$ cat src/rtl/crop_video_pkg.sv
// Shared types and defaults for the AXI4-Stream video crop controller.
// Holds the FSM state enum, default widths and the window config bundle.
package crop_video_pkg;

  localparam int DATA_W_DEF = 24;
  localparam int X_W_DEF    = 12;
  localparam int Y_W_DEF    = 12;

  typedef enum logic {
    WAIT_SOF,
    ACTIVE
  } state_t;

  typedef struct packed {
    logic [X_W_DEF-1:0] x;
    logic [Y_W_DEF-1:0] y;
    logic [X_W_DEF-1:0] w;
    logic [Y_W_DEF-1:0] h;
  } cfg_t;

endpackage

$ cat src/rtl/crop_video_xy_cnt.sv
// Pixel x/y tracker with saturation and window membership test.
// CROP_VIDEO_STATUS_EN adds a line_open flag used by the status logic.
module crop_video_xy_cnt #(
  parameter int X_W = 12,
  parameter int Y_W = 12
) (
  input  logic           clk,
  input  logic           rst_n,
  input  logic           beat,
  input  logic           sof,
  input  logic           eol,
  input  logic [X_W-1:0] win_x,
  input  logic [X_W-1:0] win_w,
  input  logic [Y_W-1:0] win_y,
  input  logic [Y_W-1:0] win_h,
  output logic           in_window,
  output logic           at_right,
  output logic           at_bottom
`ifdef CROP_VIDEO_STATUS_EN
  ,
  output logic           line_open
`endif
);

  logic [X_W-1:0] x_q;
  logic [X_W-1:0] x;
  logic [Y_W-1:0] y_q;
  logic [Y_W-1:0] y;
  logic [X_W:0]   x_end;
  logic [Y_W:0]   y_end;

  // An SOF beat is always evaluated at (0,0)
  assign x = sof ? '0 : x_q;
  assign y = sof ? '0 : y_q;

  assign x_end = {1'b0, win_x} + {1'b0, win_w};
  assign y_end = {1'b0, win_y} + {1'b0, win_h};

  assign in_window = (x >= win_x) &&
                     ({1'b0, x} < x_end) &&
                     (y >= win_y) &&
                     ({1'b0, y} < y_end);

  assign at_right  = ({1'b0, x} == x_end - 1'b1);
  assign at_bottom = ({1'b0, y} == y_end - 1'b1) || (&y);

`ifdef CROP_VIDEO_STATUS_EN
  assign line_open = |x_q;
`endif

  // Advance coordinates on each accepted beat, saturating at all-ones
  always_ff @(posedge clk) begin
    if (!rst_n) begin
      x_q <= '0;
      y_q <= '0;
    end else if (beat) begin
      if (eol) begin
        x_q <= '0;
        y_q <= (&y) ? y : y + 1'b1;
      end else begin
        x_q <= (&x) ? x : x + 1'b1;
        y_q <= y;
      end
    end
  end

endmodule

$ cat src/rtl/crop_video_window_ctrl.sv
// Frame-synchronous AXI4-Stream crop: shadows window cfg at SOF, keeps
// in-window pixels, regenerates SOF/EOL. Status via CROP_VIDEO_STATUS_EN.
module crop_video_window_ctrl
  import crop_video_pkg::*;
#(
  parameter int DATA_W = DATA_W_DEF,
  parameter int X_W    = X_W_DEF,
  parameter int Y_W    = Y_W_DEF
) (
  input  logic              aclk,
  input  logic              aresetn,
  input  logic [X_W-1:0]    cfg_x,
  input  logic [Y_W-1:0]    cfg_y,
  input  logic [X_W-1:0]    cfg_w,
  input  logic [Y_W-1:0]    cfg_h,
  input  logic              cfg_valid,
  input  logic [DATA_W-1:0] s_axis_tdata,
  input  logic              s_axis_tvalid,
  output logic              s_axis_tready,
  input  logic              s_axis_tuser,
  input  logic              s_axis_tlast,
  output logic [DATA_W-1:0] m_axis_tdata,
  output logic              m_axis_tvalid,
  input  logic              m_axis_tready,
  output logic              m_axis_tuser,
  output logic              m_axis_tlast,
  output logic [15:0]       frame_cnt,
  output logic              err_sticky
);

  state_t state;
  state_t state_n;
  cfg_t   pend;
  cfg_t   act;
  cfg_t   new_cfg;
  cfg_t   eff;
  logic   accept;
  logic   sof;
  logic   live;
  logic   keep;
  logic   first;
  logic   in_window;
  logic   at_right;
  logic   at_bottom;
`ifdef CROP_VIDEO_STATUS_EN
  logic   line_open;
  logic   started;
`endif

  assign s_axis_tready = aresetn & (~m_axis_tvalid | m_axis_tready);
  assign accept  = s_axis_tvalid & s_axis_tready;
  assign sof     = accept & s_axis_tuser;
  assign new_cfg = '{x: cfg_x, y: cfg_y, w: cfg_w, h: cfg_h};
  assign eff     = !sof ? act : (cfg_valid ? new_cfg : pend);
  assign live    = sof | (state == ACTIVE);
  assign keep    = accept & live & in_window;

  crop_video_xy_cnt #(
    .X_W (X_W),
    .Y_W (Y_W)
  ) u_xy (
    .clk       (aclk),
    .rst_n     (aresetn),
    .beat      (accept),
    .sof       (sof),
    .eol       (s_axis_tlast),
    .win_x     (eff.x),
    .win_w     (eff.w),
    .win_y     (eff.y),
    .win_h     (eff.h),
    .in_window (in_window),
    .at_right  (at_right),
    .at_bottom (at_bottom)
`ifdef CROP_VIDEO_STATUS_EN
    ,
    .line_open (line_open)
`endif
  );

  // Pending cfg captured any time; active cfg only swapped at SOF
  always_ff @(posedge aclk) begin
    if (!aresetn) begin
      pend <= '0;
      act  <= '0;
    end else begin
      if (cfg_valid) pend <= new_cfg;
      if (sof)       act  <= eff;
    end
  end

  // FSM state register
  always_ff @(posedge aclk) begin
    if (!aresetn) state <= WAIT_SOF;
    else          state <= state_n;
  end

  // Next state: enter on SOF, leave once the window's last line ends
  always_comb begin
    state_n = state;
    if (accept && live) begin
      if (s_axis_tlast && at_bottom) state_n = WAIT_SOF;
      else                           state_n = ACTIVE;
    end
  end

  // Arms output SOF for the first kept beat of each frame
  always_ff @(posedge aclk) begin
    if (!aresetn)  first <= 1'b0;
    else if (sof)  first <= ~keep;
    else if (keep) first <= 1'b0;
  end

  // Single output register; stalls hold it via s_axis_tready
  always_ff @(posedge aclk) begin
    if (!aresetn) begin
      m_axis_tvalid <= 1'b0;
      m_axis_tdata  <= '0;
      m_axis_tuser  <= 1'b0;
      m_axis_tlast  <= 1'b0;
    end else if (accept) begin
      m_axis_tvalid <= keep;
      if (keep) begin
        m_axis_tdata <= s_axis_tdata;
        m_axis_tuser <= sof | first;
        m_axis_tlast <= at_right | s_axis_tlast;
      end
    end else if (m_axis_tready) begin
      m_axis_tvalid <= 1'b0;
    end
  end

`ifdef CROP_VIDEO_STATUS_EN
  // Frame counter and malformed-frame flag
  always_ff @(posedge aclk) begin
    if (!aresetn) begin
      started    <= 1'b0;
      frame_cnt  <= '0;
      err_sticky <= 1'b0;
    end else begin
      if (sof) begin
        started <= 1'b1;
        if (started) frame_cnt <= frame_cnt + 16'd1;
        if (started && line_open) err_sticky <= 1'b1;
      end
      if (keep && s_axis_tlast && !at_right) err_sticky <= 1'b1;
    end
  end
`else
  assign frame_cnt  = '0;
  assign err_sticky = 1'b0;
`endif

endmodule

$ cat config.mk
export PLATFORM = sky130hd
export DESIGN_NAME = crop_video_window_ctrl
export DESIGN_NICKNAME = d
export VERILOG_FILES = /design/src/rtl/crop_video_pkg.sv /design/src/rtl/crop_video_xy_cnt.sv /design/src/rtl/crop_video_window_ctrl.sv
export SDC_FILE = /design/constraint.sdc
export NUM_CORES = 1
export LEC_CHECK = 0
export ABC_AREA = 1
export CORE_MARGIN = 5
export CORE_UTILIZATION = 58
export CTS_BUF_LIST = sky130_fd_sc_hd__clkbuf_8
export CTS_CLUSTER_SIZE = 20
export DETAILED_ROUTE_END_ITERATION = 12
export GPL_ROUTABILITY_DRIVEN = 1
export PLACE_DENSITY = 0.83
export SLEW_MARGIN = 0
export SYNTH_ARGS = -nofsm -noshare
export SYNTH_HDL_FRONTEND = slang
export SYNTH_SLANG_ARGS = --single-unit
$ cat constraint.sdc
create_clock -name aclk -period 7.17 [get_ports aclk]
set_clock_uncertainty 0.1 [all_clocks]
set_input_delay 1.434 -clock aclk [delete_from_list [all_inputs] [get_ports aclk]]
set_output_delay 1.434 -clock aclk [all_outputs]
set_load 0.01 [all_outputs]
==> results.json, run 1 <==
{
  "instances_no_fill": 1789,
  "finalSetupViolations": 0,
  "period_minus_slack_ns": 6.09,
  "clk_pin_slew_worst_paths_ns": 0.09,
  "cts_buffer_depth": 2,
  "finalMaxSlewViolations": 0,
  "fp.dieH_um": 141,
  "ys_ff_latch": 149,
  "clock_latency_ns": 0.47,
  "syn_inst": 1470,
  "met2_usage_pct": 44.1,
  "crit_type": "in -> reg",
  "rows": 48,
  "syn-cell-area_um2": 9990,
  "place_congestion": 0.973,
  "min_path_type": "reg -> reg",
  "die_w_um": 141,
  "n_antenna_cell": 0,
  "tightest_slew_ns": 1.07,
  "crit_path_end_kind": "flop",
  "wire_per_inst_um": 13.9,
  "drt-total-wl_mm": 24.9,
  "root_buffer": "clkbuf_8",
  "max-vdd-ir-drop_mv": 0.112,
  "vias": 9579,
  "coreArea_um2": 17100,
  "grt_pass1_vias": 8978,
  "grt_first_pass_wirelength_mm": 41.6,
  "grt-ovfl-total": 0,
  "post_cts_buffers": 0,
  "cts_buffers": 17,
  "busiest_layer": "met2",
  "use_met3_pct": 4.45,
  "ys_seq_area_share_pct": 29.8,
  "fin_tns_setup_ns": 0,
  "vias_per_cell": 5.35,
  "layout_worst_path_cycle_share_pct": 85.0,
  "drc": 0,
  "critPathMaxFanout": 51,
  "grt_use_total_pct": 25.0,
  "syn_area_per_cell_um2": 6.80,
  "cts_htree_levels": 4,
  "drive_above_1_share_pct": 7.86,
  "place_inst": 1757,
  "power_density_nw_per_um2": 181,
  "dr.pass1.iters": 6,
  "initial_core_util_pct": 58.4,
  "cts-resized-gates": 0,
  "port_buffers": 106,
  "detail-route-antenna-nets": 0,
  "synth_warnings": 0,
  "post_synth_num_cell_types": 43,
  "dr.first_iter.drc_count": 742,
  "grt_antenna_before_repair": 0,
  "cts_num_sinks": 149,
  "status": "complete, no violations",
  "maxClockFrequency_mhz": 164,
  "cp_common_cell": "nand2_1",
  "worst_path_max_delay_cell": "clkdlybuf4s50_1",
  "hold_viol": 0,
  "required_ns": 7.47,
  "rsz0062_at_grt": "no",
  "cts_tree": "yes",
  "cts-hold-fix-buffers": 0,
  "grtUsageMet1_pct": 30.2,
  "slew_headroom_pct": 28.4,
  "p_leak_nw": 5.63,
  "crit_path_max_incr_delay_ns": 0.45,
  "hpwl_mm": 19.2,
  "syn_to_final_growth_pct": 15.0,
  "worstSetupStartpointType": "input port",
  "grt_max_degree": 106,
  "critPathTopFamily": "simple AND/OR/NAND/NOR gates",
  "cp.buffers_inverters": 5,
  "nets": 1706,
  "die_area_um2": 20000,
  "crit_arrival_ns": 6.39,
  "io_pins": 124,
  "drv_cap": 0
}
tightest hold or removal path, cell delays in order (launching register included):
cell and delay (ns):
dfxtp_1 0.32, nand2_1 0.06, a21oi_1 0.05
power breakdown:
group          total [W]  internal, W  switching, W
Clock           0.000658     0.000268      0.000390
Sequential      0.000867     0.000859    0.00000806
Combinational   0.000558     0.000208      0.000350
routing by layer:
metal | vias up | part of all wire, %
met4 | 0 | 3.3
met3 | 74 | 4.2
met1 | 4327 | 43
li1 | 4958 | -
met5 | - | 0
met2 | 220 | 49
state kept, by name, summed over array words and instances (netlist names):
| name | cells |
|---|---|
| m_axis_tvalid | 1 |
| m_axis_tdata | 24 |
| state | 1 |
| m_axis_tuser | 1 |
| m_axis_tlast | 1 |
| first | 1 |
| act | 48 |
| u_xy.y_q | 12 |
| u_xy.x_q | 12 |
| pend | 48 |
path summary, 6_finish.rpt:
kind / from / to / slack, ns / cells after the start
min reg2reg: m_axis_tdata[5] / m_axis_tdata[5] / 0.36 / 2
max reg2reg: m_axis_tvalid / m_axis_tlast / 2.20 / 27
max: m_axis_tready / m_axis_tlast / 1.08 / 29
min: m_axis_tdata[5] / m_axis_tdata[5] / 0.36 / 2
Yosys cell counts:
library cell | count | share of area [%]
nor2_1 | 140 | 5.3
fa_1 | 2 | 0.40
conb_1 | 1 | 0.038
ha_1 | 74 | 9.3
buf_1 | 6 | 0.23
nor3_1 | 15 | 0.75
nor3_2 | 1 | 0.10
mux2i_1 | 48 | 4.8
nand3_4 | 1 | 0.18
dfxtp_1 | 149 | 30
xnor2_1 | 1 | 0.088
o21ai_0 | 44 | 2.2
xor2_1 | 7 | 0.61
a21oi_2 | 11 | 0.96
or2_4 | 1 | 0.088
nand2_1 | 352 | 13
clkbuf_1 | 28 | 1.1
or2_2 | 29 | 1.8
o21bai_1 | 3 | 0.23
o21a_1 | 1 | 0.075
a211oi_1 | 27 | 2.0
nand2_4 | 2 | 0.23
nand2_2 | 21 | 1.3
a21oi_1 | 99 | 5.0
buf_2 | 8 | 0.40
inv_2 | 3 | 0.11
o211ai_1 | 2 | 0.15
nand3b_1 | 4 | 0.30
o21ai_1 | 3 | 0.15
nand3_2 | 4 | 0.40
nand4_4 | 1 | 0.21
buf_4 | 22 | 1.7
nor2_2 | 6 | 0.38
clkbuf_4 | 1 | 0.075
o2111ai_1 | 1 | 0.088
nand4_2 | 1 | 0.13
nor4_1 | 4 | 0.25
inv_1 | 177 | 6.6
buf_8 | 1 | 0.15
nand3_1 | 120 | 6.0
a31oi_1 | 3 | 0.19
buf_6 | 2 | 0.23
nand4_1 | 44 | 2.8
stage by stage:
step	utilization [%]	area, um^2	hold WS [ns]	power, W	setup slack (ns)
floorplan	-	10100	0.336	0.00130	1.53
global placement	64.7	11100	0.345	0.00143	0.685
detailed placement	64.7	11100	0.350	0.00144	0.634
CTS	67.2	11500	0.362	0.00209	1.11
global route	67.2	11500	0.390	0.00221	0.534
finish	67.2	11500	0.363	0.00208	1.08
cell families after synthesis:
| family | Yosys count | share of synthesized area, % |
|---|---|---|
| AND/OR/NAND/NOR | 746 | 33.4 |
| buffers and inverters | 248 | 10.5 |
| AO/OA/AOI/OAI | 194 | 11.0 |
| flip-flops | 149 | 29.8 |
| adder cells (fa/ha/maj) | 76 | 9.66 |
| multiplexers | 48 | 4.81 |
| XOR/XNOR | 8 | 0.701 |
| other | 1 | 0.0375 |
placed cells by master (no fill, tap or decap), drive strengths merged:
master         instances
o21bai                 3
dfxtp                149
o21ai                 47
o2111ai                1
fa                     2
clkinvlp               1
ha                    74
o21a                   1
clkdlybuf4s50        105
conb                  17
nand3b                 4
nand3                125
a211oi                27
xnor2                  1
nor3                  16
nand4                 46
or2                   30
nor2                 146
a31oi                  3
clkinv                 8
buf                    9
mux2i                 48
nor4                   4
xor2                   7
o211ai                 2
inv                  186
nand2                375
a21oi                110
clkbuf                17
final cells by class:
cell class	count	area, um^2
multi-input combinational	1089	6020
fill	1488	5620
sequential	149	2980
timing repair buffer	114	1120
inverter	180	678
tap	225	282
clock buffer	17	234
clock inverter	15	185
No activity file was read; power rests on OpenSTA's default activity.
==> run 2: changes to the inputs <==
--- a/config.mk
+++ b/config.mk
@@ -7,12 +7,12 @@
 export LEC_CHECK = 0
 export ABC_AREA = 1
 export CORE_MARGIN = 5
-export CORE_UTILIZATION = 58
+export CORE_UTILIZATION = 53
 export CTS_BUF_LIST = sky130_fd_sc_hd__clkbuf_8
 export CTS_CLUSTER_SIZE = 20
 export DETAILED_ROUTE_END_ITERATION = 12
 export GPL_ROUTABILITY_DRIVEN = 1
-export PLACE_DENSITY = 0.83
+export PLACE_DENSITY = 0.8
 export SLEW_MARGIN = 0
 export SYNTH_ARGS = -nofsm -noshare
 export SYNTH_HDL_FRONTEND = slang
==> constraint.sdc (replaced) <==
create_clock -name aclk -period 5.04 [get_ports aclk]
set_clock_uncertainty 0.1 [all_clocks]
set_input_delay 1.008 -clock aclk [delete_from_list [all_inputs] [get_ports aclk]]
set_output_delay 1.008 -clock aclk [all_outputs]
set_load 0.01 [all_outputs]
==> run 2 against run 1 <==
  * Via count increased by 7.4%
  * First-iteration DRC count shrank 11%
  * Utilization grew 1.3 points
  * Sequential cell count stayed put
  * Routed wire length is 11% higher
  * Sequential power is 43% higher
  * Total power is 51% higher
  * Register-to-register slack worse by 1.4 ns
  * Clock-buffer cell count unchanged
  * Cell count increased by 8.0%
  * Clock power rose by 43%
==> results.json, run 2 (synthesis gave the netlist of run 1 again) <==
{
  "grt_first_pass_wirelength_mm": 45.0,
  "root_buffer": "clkbuf_8",
  "cts_num_sinks": 149,
  "reg2regPathDepth": 28,
  "drv_cap": 0,
  "drive_above_1_share_pct": 16.7,
  "cp.buffers_inverters": 8,
  "cts_tree": "yes",
  "max-vdd-ir-drop_mv": 0.186,
  "crit_arrival_ns": 5.09,
  "nets": 1840,
  "postPlaceCellArea_um2": 12100,
  "dr.pass1.iters": 6,
  "ff2ff_setup_slack_ns": 0.81,
  "tightest_slew_ns": 0.882,
  "rr_endpoint": "m_axis_tdata[2]",
  "power_w": 0.00314,
  "mostFrequentLayoutCells": "nand2_1, inv_1, dfxtp_1, nor2_1, buf_4",
  "syn_to_final_growth_pct": 27.7,
  "cts_buffer_depth": 2,
  "grt_max_degree": 88,
  "top_regs": "act (48), pend (48), m_axis_tdata (24)",
  "initial_core_util_pct": 53.6,
  "grt_use_total_pct": 24.8,
  "required_ns": 5.27,
  "p_leak_nw": 6.34,
  "finalMaxSlewViolations": 0,
  "cts_buffers": 17,
  "fp.dieH_um": 147,
  "place_congestion": 0.941,
  "vias_per_cell": 5.33,
  "dr.first_iter.drc_count": 659,
  "n_antenna_cell": 0,
  "wire_per_inst_um": 14.4,
  "detail-route-antenna-nets": 0,
  "crit_type": "in -> reg",
  "hp-start": "m_axis_tdata[12]",
  "worst_hold_slack_ns": 0.366,
  "final_cell_area_um2": 12800,
  "power_density_nw_per_um2": 246,
  "whs_endpoint": "m_axis_tdata[12]",
  "die_area_um2": 21700,
  "worst_path_max_delay_cell": "clkdlybuf4s50_1",
  "drt-total-wl_mm": 27.7,
  "slew_headroom_pct": 41.2,
  "cp_common_cell": "nand2_1",
  "clk_pin_slew_worst_paths_ns": 0.09,
  "die_w_um": 147,
  "crit_path_end_kind": "flop",
  "io_pins": 124,
  "fillers": 1544,
  "critPathTopFamily": "simple AND/OR/NAND/NOR gates",
  "coreArea_um2": 18600,
  "r2r-start": "m_axis_tvalid",
  "min_delay_path_depth": 2,
  "cts-hold-fix-buffers": 0,
  "critPathMaxFanout": 27,
  "vias": 10289,
  "clock_latency_ns": 0.48,
  "rows": 50,
  "cts_htree_levels": 4,
  "hpwl_mm": 21.2,
  "period_minus_slack_ns": 4.86,
  "instances_no_fill": 1932,
  "crit_path_max_incr_delay_ns": 0.40,
  "port_buffers": 106,
  "crit_start": "m_axis_tready",
  "grt_antenna_before_repair": 0,
  "place_inst": 1892,
  "final_common_cell": "nand2_1",
  "maxClockFrequency_mhz": 206,
  "min_path_type": "reg -> reg",
  "grt_pass1_vias": 9828,
  "grt-ovfl-total": 0,
  "drc": 0,
  "finalSetupViolations": 0,
  "status": "complete, no violations",
  "layout_worst_path_cycle_share_pct": 96.5,
  "hold_viol": 0,
  "worstSetupStartpointType": "input port"
}
==> run 2: changes by cell type in the layout (fill, tap and decap cells not counted), moves of 5 or more <==
cell / before / now
nand2_1: 352 / 344
buf_4: 8 / 130
o21ai_0: 44 / 37
buf_12: 0 / 7
nand2_2: 21 / 28
a21oi_1: 99 / 94
clkinv_8: 6 / 1
==> run 2: final cells by class <==
| class | count | area [um^2] | share of cell area (%) |
|---|---|---|---|
| Tap cell | 234 | 293 | 2.29 |
| Timing Repair Buffer | 247 | 2250 | 17.6 |
| Timing Repair inverter | 1 | 6.26 | 0.0490 |
| Inverter | 180 | 683 | 5.35 |
| Clock buffer | 17 | 234 | 1.83 |
| Clock inverter | 15 | 163 | 1.27 |
| Sequential cell | 149 | 2980 | 23.4 |
| Multi-Input combinational cell | 1089 | 6150 | 48.2 |
==> run 2: power breakdown <==
group	switching (W)	internal, W
Combinational	0.000548	0.000416
Sequential	0.0000130	0.00122
Clock	0.000526	0.000412
Total	0.00109	0.00205
==> run 2: layer usage <==
metal / share of wire [%] / up-vias / track usage (%)
met1: 41 / 4719 / 28.2
met5: 0 / - / 0
met4: 4.1 / 0 / 11.0
met2: 51 / 256 / 45.7
met3: 3.8 / 91 / 3.79
li1: - / 5223 / -
==> run 2: through the flow <==
stage | utilization (%) | TNS, ns | setup slack (ns)
3_5_place_dp | 65.0 | -9.72 | -0.398
2_1_floorplan | - | 0 | 0.0131
6_report | 68.5 | 0 | 0.175
3_3_place_gp | 65.0 | -5.85 | -0.220
4_1_cts | 67.1 | 0 | 0.0656
5_1_grt | 68.5 | -0.269 | -0.0352
==> run 2: worst max-delay path by stage <==
stage | end | depth (start not counted) | slack, ns
2_1_floorplan | m_axis_tdata[19] | 32 | 0.01
3_3_place_gp | m_axis_tdata[7] | 29 | -0.22
3_5_place_dp | m_axis_tdata[13] | 32 | -0.40
6_report | m_axis_tdata[2] | 30 | 0.18
4_1_cts | m_axis_tdata[16] | 29 | 0.07
5_1_grt | m_axis_tdata[13] | 32 | -0.04
==> run 2: what timing repair did <==
item / CTS / global route
setup endpoints to repair: 0 / 28
gates resized for setup: 0 / 49
endpoints found under the hold margin: 0 / 0
setup buffers: 0 / 4
==> run 2: worst reg2reg max path: cells and delay by family, from the launching register on <==
kind / cells / cell delay (ns)
compound gates: 5 / 0.54
fa+ha+maj: 2 / 0.67
buf+inv: 6 / 0.82
flops: 1 / 0.39
simple gates: 15 / 1.58
